## config.mk

```make
export PLATFORM = sky130hd
export DESIGN_NAME = multicycle_control
export DESIGN_NICKNAME = d
export VERILOG_FILES = /design/src/rtl/mips_ctrl_pkg.sv /design/src/rtl/mc_decode.sv /design/src/rtl/multicycle_control.sv
export SDC_FILE = /design/constraint.sdc
export NUM_CORES = 1
export LEC_CHECK = 0
export CAP_MARGIN = 20
export CORE_UTILIZATION = 45
export CTS_CLUSTER_DIAMETER = 80
export DETAILED_ROUTE_END_ITERATION = 8
export PLACE_DENSITY = 0.87
export SLEW_MARGIN = 20
export SYNTH_ARGS = -nofsm -noshare
export SYNTH_HDL_FRONTEND = slang
export SYNTH_SLANG_ARGS = --single-unit
```

## constraint.sdc

```tcl
create_clock -name clk -period 4.3 [get_ports clk]
set_input_delay 0.86 -clock clk [delete_from_list [all_inputs] [get_ports clk]]
set_output_delay 0.86 -clock clk [all_outputs]
set_load 0.005 [all_outputs]
```

## src/rtl/mips_ctrl_pkg.sv

```systemverilog
// Shared encodings for the multicycle MIPS-subset controller: FSM states,
// instruction classes, opcode/funct constants and datapath select codes.
package mips_ctrl_pkg;

   typedef enum logic [2:0] {
      S_FETCH  = 3'd0,
      S_DECODE = 3'd1,
      S_EXEC   = 3'd2,
      S_MEM    = 3'd3,
      S_WB     = 3'd4,
      S_DIVW   = 3'd5,
      S_TRAP   = 3'd6
   } state_t;

   typedef enum logic [3:0] {
      C_ILL, C_ALU_R, C_ALU_I, C_LW, C_SW, C_BR, C_BRL,
      C_J, C_JAL, C_JR, C_JALR, C_DIV, C_MFHL
   } iclass_t;

   localparam logic [5:0] OP_RTYPE    = 6'b000000;
   localparam logic [5:0] OP_REGIMM   = 6'b000001;
   localparam logic [5:0] OP_J        = 6'b000010;
   localparam logic [5:0] OP_JAL      = 6'b000011;
   localparam logic [5:0] OP_BEQ      = 6'b000100;
   localparam logic [5:0] OP_BNE      = 6'b000101;
   localparam logic [5:0] OP_ADDI     = 6'b001000;
   localparam logic [5:0] OP_ANDI     = 6'b001100;
   localparam logic [5:0] OP_ORI      = 6'b001101;
   localparam logic [5:0] OP_XORI     = 6'b001110;
   localparam logic [5:0] OP_SPECIAL2 = 6'b011100;
   localparam logic [5:0] OP_LW       = 6'b100011;
   localparam logic [5:0] OP_SW       = 6'b101011;

   localparam logic [5:0] F_MUL  = 6'b000010;
   localparam logic [5:0] F_JR   = 6'b001000;
   localparam logic [5:0] F_JALR = 6'b001001;
   localparam logic [5:0] F_MFHI = 6'b010000;
   localparam logic [5:0] F_MFLO = 6'b010010;
   localparam logic [5:0] F_DIV  = 6'b011010;
   localparam logic [5:0] F_ADD  = 6'b100000;
   localparam logic [5:0] F_SUB  = 6'b100010;
   localparam logic [5:0] F_AND  = 6'b100100;
   localparam logic [5:0] F_OR   = 6'b100101;
   localparam logic [5:0] F_XOR  = 6'b100110;
   localparam logic [5:0] F_NOR  = 6'b100111;
   localparam logic [5:0] F_SLT  = 6'b101010;

   localparam logic [4:0] RT_BGEZ   = 5'b00001;
   localparam logic [4:0] RT_BGEZAL = 5'b10001;

   localparam logic [1:0] PC_BRANCH = 2'b00;
   localparam logic [1:0] PC_JUMP   = 2'b01;
   localparam logic [1:0] PC_RS     = 2'b10;
   localparam logic [1:0] PC_PLUS1  = 2'b11;

   localparam logic [1:0] RD_RT = 2'd0;
   localparam logic [1:0] RD_RD = 2'd1;
   localparam logic [1:0] RD_RA = 2'd2;

   localparam logic [1:0] WB_ALU  = 2'b00;
   localparam logic [1:0] WB_MEM  = 2'b01;
   localparam logic [1:0] WB_RA   = 2'b10;
   localparam logic [1:0] WB_HILO = 2'b11;

   localparam logic [2:0] ALU_ADD    = 3'b000;
   localparam logic [2:0] ALU_SUB    = 3'b001;
   localparam logic [2:0] ALU_AND    = 3'b010;
   localparam logic [2:0] ALU_OR     = 3'b100;
   localparam logic [2:0] ALU_XOR    = 3'b101;
   localparam logic [2:0] ALU_RTYPE  = 3'b110;
   localparam logic [2:0] ALU_REGIMM = 3'b111;

   function automatic logic is_link(iclass_t c);
      return (c == C_BRL) || (c == C_JAL) || (c == C_JALR);
   endfunction

endpackage

```

## src/rtl/mc_decode.sv

```systemverilog
// Combinational instruction classifier: maps IR fields to an instruction
// class plus the static ALU/register-destination fields used in EXEC.
module mc_decode
   import mips_ctrl_pkg::*;
(
   input  logic [5:0] opcode,
   input  logic [5:0] funct,
   input  logic [4:0] rt,
   output iclass_t    cls,
   output logic [2:0] op_alu,
   output logic       orig_alu,
   output logic       equal,
   output logic [1:0] reg_dst
);

   always_comb begin
      cls      = C_ILL;
      op_alu   = ALU_ADD;
      orig_alu = 1'b0;
      equal    = 1'b1;
      reg_dst  = RD_RT;
      case (opcode)
         OP_RTYPE: begin
            op_alu  = ALU_RTYPE;
            reg_dst = RD_RD;
            case (funct)
               F_ADD, F_SUB, F_AND, F_OR,
               F_XOR, F_NOR, F_SLT:  cls = C_ALU_R;
               F_JR:                 cls = C_JR;
               F_JALR: begin
                  cls     = C_JALR;
                  reg_dst = RD_RA;
               end
               F_MFHI, F_MFLO:       cls = C_MFHL;
               F_DIV:                cls = C_DIV;
               default:              cls = C_ILL;
            endcase
         end
         OP_SPECIAL2: begin
            op_alu  = ALU_RTYPE;
            reg_dst = RD_RD;
            cls     = (funct == F_MUL) ? C_ALU_R : C_ILL;
         end
         OP_REGIMM: begin
            op_alu = ALU_REGIMM;
            if (rt == RT_BGEZ) begin
               cls = C_BR;
            end else if (rt == RT_BGEZAL) begin
               cls     = C_BRL;
               reg_dst = RD_RA;
            end
         end
         OP_J:   cls = C_J;
         OP_JAL: begin
            cls     = C_JAL;
            reg_dst = RD_RA;
         end
         OP_BEQ: begin
            cls    = C_BR;
            op_alu = ALU_SUB;
         end
         OP_BNE: begin
            cls    = C_BR;
            op_alu = ALU_SUB;
            equal  = 1'b0;
         end
         OP_ADDI, OP_ANDI, OP_ORI, OP_XORI: begin
            cls      = C_ALU_I;
            orig_alu = 1'b1;
            op_alu   = (opcode == OP_ANDI) ? ALU_AND :
                       (opcode == OP_ORI)  ? ALU_OR  :
                       (opcode == OP_XORI) ? ALU_XOR : ALU_ADD;
         end
         OP_LW: begin
            cls      = C_LW;
            orig_alu = 1'b1;
         end
         OP_SW: begin
            cls      = C_SW;
            orig_alu = 1'b1;
         end
         default: cls = C_ILL;
      endcase
   end

endmodule

```

## src/rtl/multicycle_control.sv

```systemverilog
// Multicycle MIPS-subset control FSM with memory handshake and divide wait.
//   state  | meaning
//   FETCH  | instruction read until mem_ready, then latch IR and PC+1
//   DECODE | classify IR; illegal goes to TRAP (or back to FETCH)
//   EXEC   | ALU op; branches/jumps resolve here and return to FETCH
//   MEM    | data read/write held until mem_ready
//   WB     | single-cycle register file write
//   DIVW   | divider busy countdown, HI/LO write at terminal count
//   TRAP   | illegal instruction, held until reset
module multicycle_control
   import mips_ctrl_pkg::*;
#(
   parameter int DIV_CYCLES      = 32,
   parameter bit TRAP_ON_ILLEGAL = 1'b1
) (
   input  logic       clk,
   input  logic       rst,
   input  logic [5:0] opcode,
   input  logic [5:0] funct,
   input  logic [4:0] rt,
   input  logic       mem_ready,
   input  logic       cond,
   output logic [1:0] pc_src,
   output logic [1:0] reg_dst,
   output logic [1:0] wb_sel,
   output logic [2:0] op_alu,
   output logic       orig_alu,
   output logic       equal,
   output logic       pc_we,
   output logic       ir_we,
   output logic       reg_we,
   output logic       mem_read,
   output logic       mem_write,
   output logic       div_start,
   output logic       hilo_we,
   output logic       illegal,
   output logic [2:0] state
);

   localparam logic [5:0] DIV_LOAD = 6'(DIV_CYCLES - 1);

   state_t     state_q, state_d;
   logic [5:0] cnt_q, cnt_d;

   iclass_t    cls;
   logic [2:0] dec_op_alu;
   logic       dec_orig_alu;
   logic       dec_equal;
   logic [1:0] dec_reg_dst;

   mc_decode u_decode (
      .opcode   (opcode),
      .funct    (funct),
      .rt       (rt),
      .cls      (cls),
      .op_alu   (dec_op_alu),
      .orig_alu (dec_orig_alu),
      .equal    (dec_equal),
      .reg_dst  (dec_reg_dst)
   );

   always_ff @(posedge clk or posedge rst) begin
      if (rst) begin
         state_q <= S_FETCH;
         cnt_q   <= '0;
      end else begin
         state_q <= state_d;
         cnt_q   <= cnt_d;
      end
   end

   // Reset gates everything to idle so FETCH's read strobe stays low in reset.
   always_comb begin
      state_d   = state_q;
      cnt_d     = cnt_q;
      pc_src    = PC_PLUS1;
      reg_dst   = RD_RT;
      wb_sel    = WB_ALU;
      op_alu    = ALU_ADD;
      orig_alu  = 1'b0;
      equal     = 1'b1;
      pc_we     = 1'b0;
      ir_we     = 1'b0;
      reg_we    = 1'b0;
      mem_read  = 1'b0;
      mem_write = 1'b0;
      div_start = 1'b0;
      hilo_we   = 1'b0;
      illegal   = 1'b0;
      if (!rst) begin
         case (state_q)
            S_FETCH: begin
               mem_read = 1'b1;
               if (mem_ready) begin
                  ir_we   = 1'b1;
                  pc_we   = 1'b1;
                  state_d = S_DECODE;
               end
            end
            S_DECODE: begin
               if (cls == C_ILL) state_d = TRAP_ON_ILLEGAL ? S_TRAP : S_FETCH;
               else              state_d = S_EXEC;
            end
            S_EXEC: begin
               op_alu   = dec_op_alu;
               orig_alu = dec_orig_alu;
               equal    = dec_equal;
               reg_dst  = dec_reg_dst;
               state_d  = S_WB;
               if (is_link(cls)) begin
                  reg_we = 1'b1;
                  wb_sel = WB_RA;
               end
               case (cls)
                  C_BR, C_BRL: begin
                     pc_src  = PC_BRANCH;
                     pc_we   = ~(cond ^ dec_equal);
                     state_d = S_FETCH;
                  end
                  C_J, C_JAL: begin
                     pc_src  = PC_JUMP;
                     pc_we   = 1'b1;
                     state_d = S_FETCH;
                  end
                  C_JR, C_JALR: begin
                     pc_src  = PC_RS;
                     pc_we   = 1'b1;
                     state_d = S_FETCH;
                  end
                  C_LW, C_SW: state_d = S_MEM;
                  C_DIV: begin
                     div_start = 1'b1;
                     cnt_d     = DIV_LOAD;
                     state_d   = S_DIVW;
                  end
                  default: state_d = S_WB;
               endcase
            end
            S_MEM: begin
               mem_read  = (cls == C_LW);
               mem_write = (cls != C_LW);
               if (mem_ready) state_d = (cls == C_LW) ? S_WB : S_FETCH;
            end
            S_WB: begin
               reg_we  = 1'b1;
               wb_sel  = (cls == C_LW)   ? WB_MEM :
                         (cls == C_MFHL) ? WB_HILO : WB_ALU;
               reg_dst = (cls == C_ALU_R || cls == C_MFHL) ? RD_RD : RD_RT;
               state_d = S_FETCH;
            end
            S_DIVW: begin
               if (cnt_q == 6'd0) begin
                  hilo_we = 1'b1;
                  state_d = S_FETCH;
               end else begin
                  cnt_d = cnt_q - 6'd1;
               end
            end
            S_TRAP:  illegal = 1'b1;
            default: state_d = S_FETCH;
         endcase
      end
   end

   assign state = state_q;

endmodule

```

## After elaboration in Yosys (flattened, before gate mapping)

Cells that the tools add are included.

- Add/subtract/negate cells: 1
- Equality and inequality tests: 50
- Muxes and demuxes: 63
- Bitwise gates (word level): 4
- Reduce and logical (&&, ||, !) cells: 22

Operators with widths:

| operator | count |
|---|---|
| $eq A6 B6 Y1 const B | 9 |
| $eq A6 B4 Y1 const B | 6 |
| $pmux W4 S9 | 1 |
| $mux W3 | 11 |
| $mux W1 | 25 |
| $eq A6 B5 Y1 const B | 4 |
| $eq A4 B4 Y1 const B | 5 |
| $mux W2 | 10 |
| $pmux W4 S5 | 1 |
| $eq A6 B2 Y1 const B | 3 |
| $pmux W3 S6 | 1 |
| $eq A4 B3 Y1 const B | 4 |
| $reduce_or A2 Y1 | 7 |
| $eq A6 B3 Y1 const B | 2 |
| $logic_not A6 Y1 | 2 |
| $mux W6 | 2 |
| $pmux W3 S4 | 1 |
| $pmux W6 S2 | 1 |
| $reduce_or A6 Y1 | 2 |
| $ne A2 B2 Y1 const B | 5 |
| $eq A3 B3 Y1 const B | 3 |
| $pmux W3 S3 | 1 |
| $pmux W1 S2 | 4 |
| $pmux W2 S2 | 2 |
| other kinds (22) | 28 |

- Register bits after elaboration: 9
- Input port bits: 21
- Output and inout bits: 22
- Word-level logic and storage cells: 142

## Depth between registers and ports, before layout

- Depth in word-level cells: 10
- Gate-level depth with buffers: 10
- Mapped depth without buffers: 8

## Hierarchy

A second synthesis with hierarchy kept.

- Cells, all modules: 208
- Area total of the unflattened synthesis: 1,529.0 um2

Modules (own cells, without submodules):

| module | instances | cells an instance | area each (um2) | seq. area each (um2) |
|---|---|---|---|---|
| multicycle_control | 1 | 129 | 1,016.0 | 225.2 |
| mc_decode | 1 | 79 | 513.0 | 0.0 |

## Worst setup path before layout

No wires, ideal clock.

- Path kind: input-to-output
- Start: input opcode[1]
- End: output div_start
- Arrival: 3,108 ps
- Data required time: 3,440 ps
- Setup slack: 332 ps
- Cell stages on the path: 9
- Buffers on the path: 2
- Cells stage by stage: clkbuf_1 -> nor2_1 -> or4b_1 -> or4b_1 -> o2111a_2 -> or2_1 -> or3_1 -> buf_2 -> inv_1

- Word-level cells in the longest chain between the ends: 7
- Elaborated cells between the ends (all ways): 20
- Classes of those cells: eq/ne: 13; mux: 4; reduce/logical: 3

RTL lines:

| item | RTL line | RTL |
|---|---|---|
| start, declared | multicycle_control.sv:18 | `input logic [5:0] opcode,` |
| $eq A6 B4 Y1 / $eq A6 B3 Y1 (equally long branches) | mc_decode.sv:22 | `case (opcode)` |
| $reduce_or A4 Y1 / $reduce_or A2 Y1 (equally long branches) | -- |  |
| $pmux W4 S9 (*) | mc_decode.sv:22 |  |
| $eq A4 B4 Y1 (*) | multicycle_control.sv:114 | `case (cls)` |
| $mux W1 (*) | multicycle_control.sv:114 |  |
| $mux W1 (*) | multicycle_control.sv:91 | `case (state_q)` |
| $mux W1 (*) | multicycle_control.sv:90 | `if (!rst) begin` |
| end, declared | multicycle_control.sv:34 | `output logic div_start,` |

Mark *: on every way between the ends. The rest lies on a longest branch, timed or not.

## Worst setup path in the final report

- Start: input opcode[5]
- End: output div_start

The elaborated chain is that of the path after synthesis.

==> key figures <==
Synth
  – Cell taking the most area after synthesis: dfrtp_1
  – FFs w/ async S/R, synth: 100%
  – Post-Syn Area per Cell: 6.58 um^2
  – Number of warnings issued by yosys: 0
  – Number of distinct library cells after synthesis: 52
  – Synth Flop Type: dfrtp_1
  – Cells taking the most area after synthesis: dfrtp_1 17%, nor2_1 8.1%, nand2_1 5.3%, nand3_1 4.5%, xor2_1 3.9%
  – Portion of synthesized cell area occupied by the leading cell type: 16.9%
  – Gate Count Post-Synth: 203
  – Post-synth EDFFs: 0
  – Sequential-to-total area share from yosys stat: 16.9%
  – Synthesized cell area: 1340 um^2
  – Flip-flop and latch count after synthesis: 9
  – Syn Nets: 225

CTS
  – Clock Path Buffers: 2
  – Clock insertion delay at the later pin of the skew report: 270 ps
  – H-tree depth reported by CTS: 1
  – Sink Count: 9
  – Count of hold-fix buffers inserted at cts: 0
  – TritonCTS clock tree: yes
  – Number of buffers added by the clock tree synthesis step: 3
  – Clock tree root buffer cell: clkbuf_4
  – Clock-pin slew reported for the worst setup and hold paths after clock tree synthesis: 60 ps

Floorplanning
  – Height of the die: 56.5 um
  – Core area: 2780 um^2
  – Ports: 43
  – Effective utilization at floorplan: 48.0%
  – Std-Cell Rows: 19
  – Total Die Area: 3190 um^2
  – Horizontal die dimension: 56.5 um

Detailed routing
  – Met2 WL post-DR: 2.04 mm
  – Vias per inst: 5.88
  – Met1 WL: 1.74 mm
  – Total detailed-routing wirelength: 4.21 mm
  – First-iteration detailed-routing DRC count: 97
  – Met3 routed WL: 358 um
  – Number of remaining DRC errors: 0
  – Top routing layer in use: met4
  – Routed length per instance: 14.1 um
  – Number of detailed-route iterations in the first pass: 4
  – Post-DRT Antenna Nets: 0
  – Number of vias after detailed routing: 1753

Pwr
  – Final total power: 0.000594 W
  – Worst IR Drop VDD: 0.405 mV
  – Cell Pwr Density: 292 nW/um^2
  – Leakage power: 0.862 nW

Critical path
  – Data required time at the worst endpoint: 3440 ps
  – Signal arrival time at the worst endpoint: 3310 ps
  – R2R setup slack: 2000 ps
  – Endpoint of the worst-slack reg-to-reg timing path: cnt_q[5]$_DFFE_PP0P_
  – Critical Path Start Type: input port
  – Startpoint of the lowest-slack register-to-register path: state[0]$_DFFE_PP0P_
  – Crit Path Class: in2out
  – Highest net fanout along the worst path: 2
  – Kind of end point of the critical path: output port
  – Worst r2r path cells: 7

Worst hold path
  – Min-delay worst type: reg2reg
  – Cells on Worst Hold Path: 2
  – Endpoint of the worst hold-timing path: cnt_q[3]$_DFFE_PP0P_
  – Startpoint of the tightest hold check path: cnt_q[3]$_DFFE_PP0P_

Placed design
  – Placed cells: 291
  – HPWL after detailed placement: 3.24 mm
  – Gpl congestion: 0.900
  – Number of port buffers: 42

Global route
  – Pin count of the biggest net entering global routing: 18
  – Wire length of the first global-routing pass: 7.07 mm
  – Total gr overflow: 0
  – Via count of the first global-routing pass: 1616
  – GRT Util Overall: 27.1%
  – Number of antenna violations at the first check in global routing: 0

Timing
  – Hold violation count in the final report: 0
  – Number of pins exceeding their max-slew limit in the final report: 0
  – FMAX: 240 MHz
  – Measured slew at the worst slew-check pin: 533 ps
  – Worst Clk Skew: 9.07 ps
  – Accumulated negative setup slack: 0 ps
  – Slew HR: 64.4%
  – RSZ-0062 raised after global routing: false
  – Final period demand of the worst path: 4170 ps
  – Tcrit/Tclk final: 96.9%
  – Total of endpoints with negative setup slack in the final report: 0

Final layout
  – Combined area of the multi-input logic cells: 1060 um^2
  – Layout filler cell count: 223
  – Most used cells in the layout excluding fill and tap cells: 33 x clkdlybuf4s50_1, 31 x buf_4, 28 x nor2_1, 19 x nand2_1, 12 x nand3_1
  – Final design utilization: 73.1%
  – Layout cell share with drive strength beyond 1: 19.9%
  – Layout-stage area growth over the synthesis result: 52.2%
  – Sequential cell area in the final layout: 225 um^2
  – Most frequent standard cell in the layout excluding fill and tap cells: clkdlybuf4s50_1
  – Net count, final: 290
  – Number of non-filler instances in the completed layout: 298
  – Ant diodes: 0

Run status
  – Run status: complete, no violations

Flow run
  – Count of maximum capacitance violations: 0
==> per-stage QoR <==
stage                     hold slack (ps)  instance area (um^2)  setup slack (ps)
after floorplan                       498                  1340               332
after global routing                  590                  2030              23.6
after detailed placement              521                  1950              -398
after global placement                514                  1950              -322
after CTS                             540                  2000             -31.7
final                                 544                  2030               132
==> state kept, by name (all words and copies together), names as in the netlist <==
register / flops
state: 3
cnt_q: 6
==> layout make-up <==
cell class / instances / share of cell area, %
flip-flops and latches: 9 / 11.1
multi-input cells: 171 / 52.0
clock buffers: 4 / 1.29
inverters: 10 / 1.85
repair buffers: 73 / 31.9
well taps: 31 / 1.91
==> cell usage after synthesis, drive strengths merged (2+ instances only) <==
cell	count
a21oi	11
o211ai	3
or3	2
or4b	2
o2111a	2
a21o	2
or2	5
nor2b	7
a31oi	5
nor3	10
inv	10
and3	3
o22ai	2
nor4	3
a32o	2
o21ai	9
maj3	2
clkbuf	11
o2111ai	2
xnor2	2
and2	4
buf	2
xor2	6
o21a	2
nor2	29
nand3b	2
nand3	12
dfrtp	9
nand2b	6
nand2	20
==> repair_timing <==
| action | in CTS | in global routing |
|---|---|---|
| resized for setup | 12 | 8 |
| buffers inserted | 1 | 2 |
| setup endpoints to repair | 6 | 6 |
| pin swaps | 2 | 2 |
==> how the worst max path moves through the flow <==
stage	start	endpoint	slack, ps	cells past startpoint
after floorplan	opcode[1]	div_start	330	9
after global placement	opcode[2]	div_start	-320	9
after detailed placement	opcode[4]	div_start	-400	9
after CTS	opcode[3]	pc_src[1]	-30	11
after global routing	opcode[5]	wb_sel[1]	20	10
final	opcode[5]	div_start	130	8
==> power by group <==
part / leakage (nW) / switching (W) / total (W) / internal, W
Sequential: 0.119 / 0.0000622 / 0.000182 / 0.000120
Combinational: 0.728 / 0.000162 / 0.000345 / 0.000183
Clock: 0.0150 / 0.0000308 / 0.0000666 / 0.0000358
==> metal layers <==
layer	GRT usage (%)	vias up
met1	35.1	794
li1	-	857
met5	0	-
met2	46.6	94
met3	5.30	8
met4	5.57	0
==> worst max-delay path, cell delays in order <==
cell and delay (ps):
clkdlybuf4s50_1 420, or4b_4 500, or4b_4 500, o2111a_2 180
or2_1 240, or3_4 330, inv_1 50, dlygate4sd2_1 220
==> cells by family after synthesis <==
group / Yosys count / share of synthesized area (%)
xor+xnor: 8 / 5.24
buf+inv: 23 / 6.65
simple gates: 112 / 43.7
compound gates: 48 / 25.1
flops: 9 / 16.9
fa+ha+maj: 3 / 2.43
No activity file was read; power rests on OpenSTA's default activity.
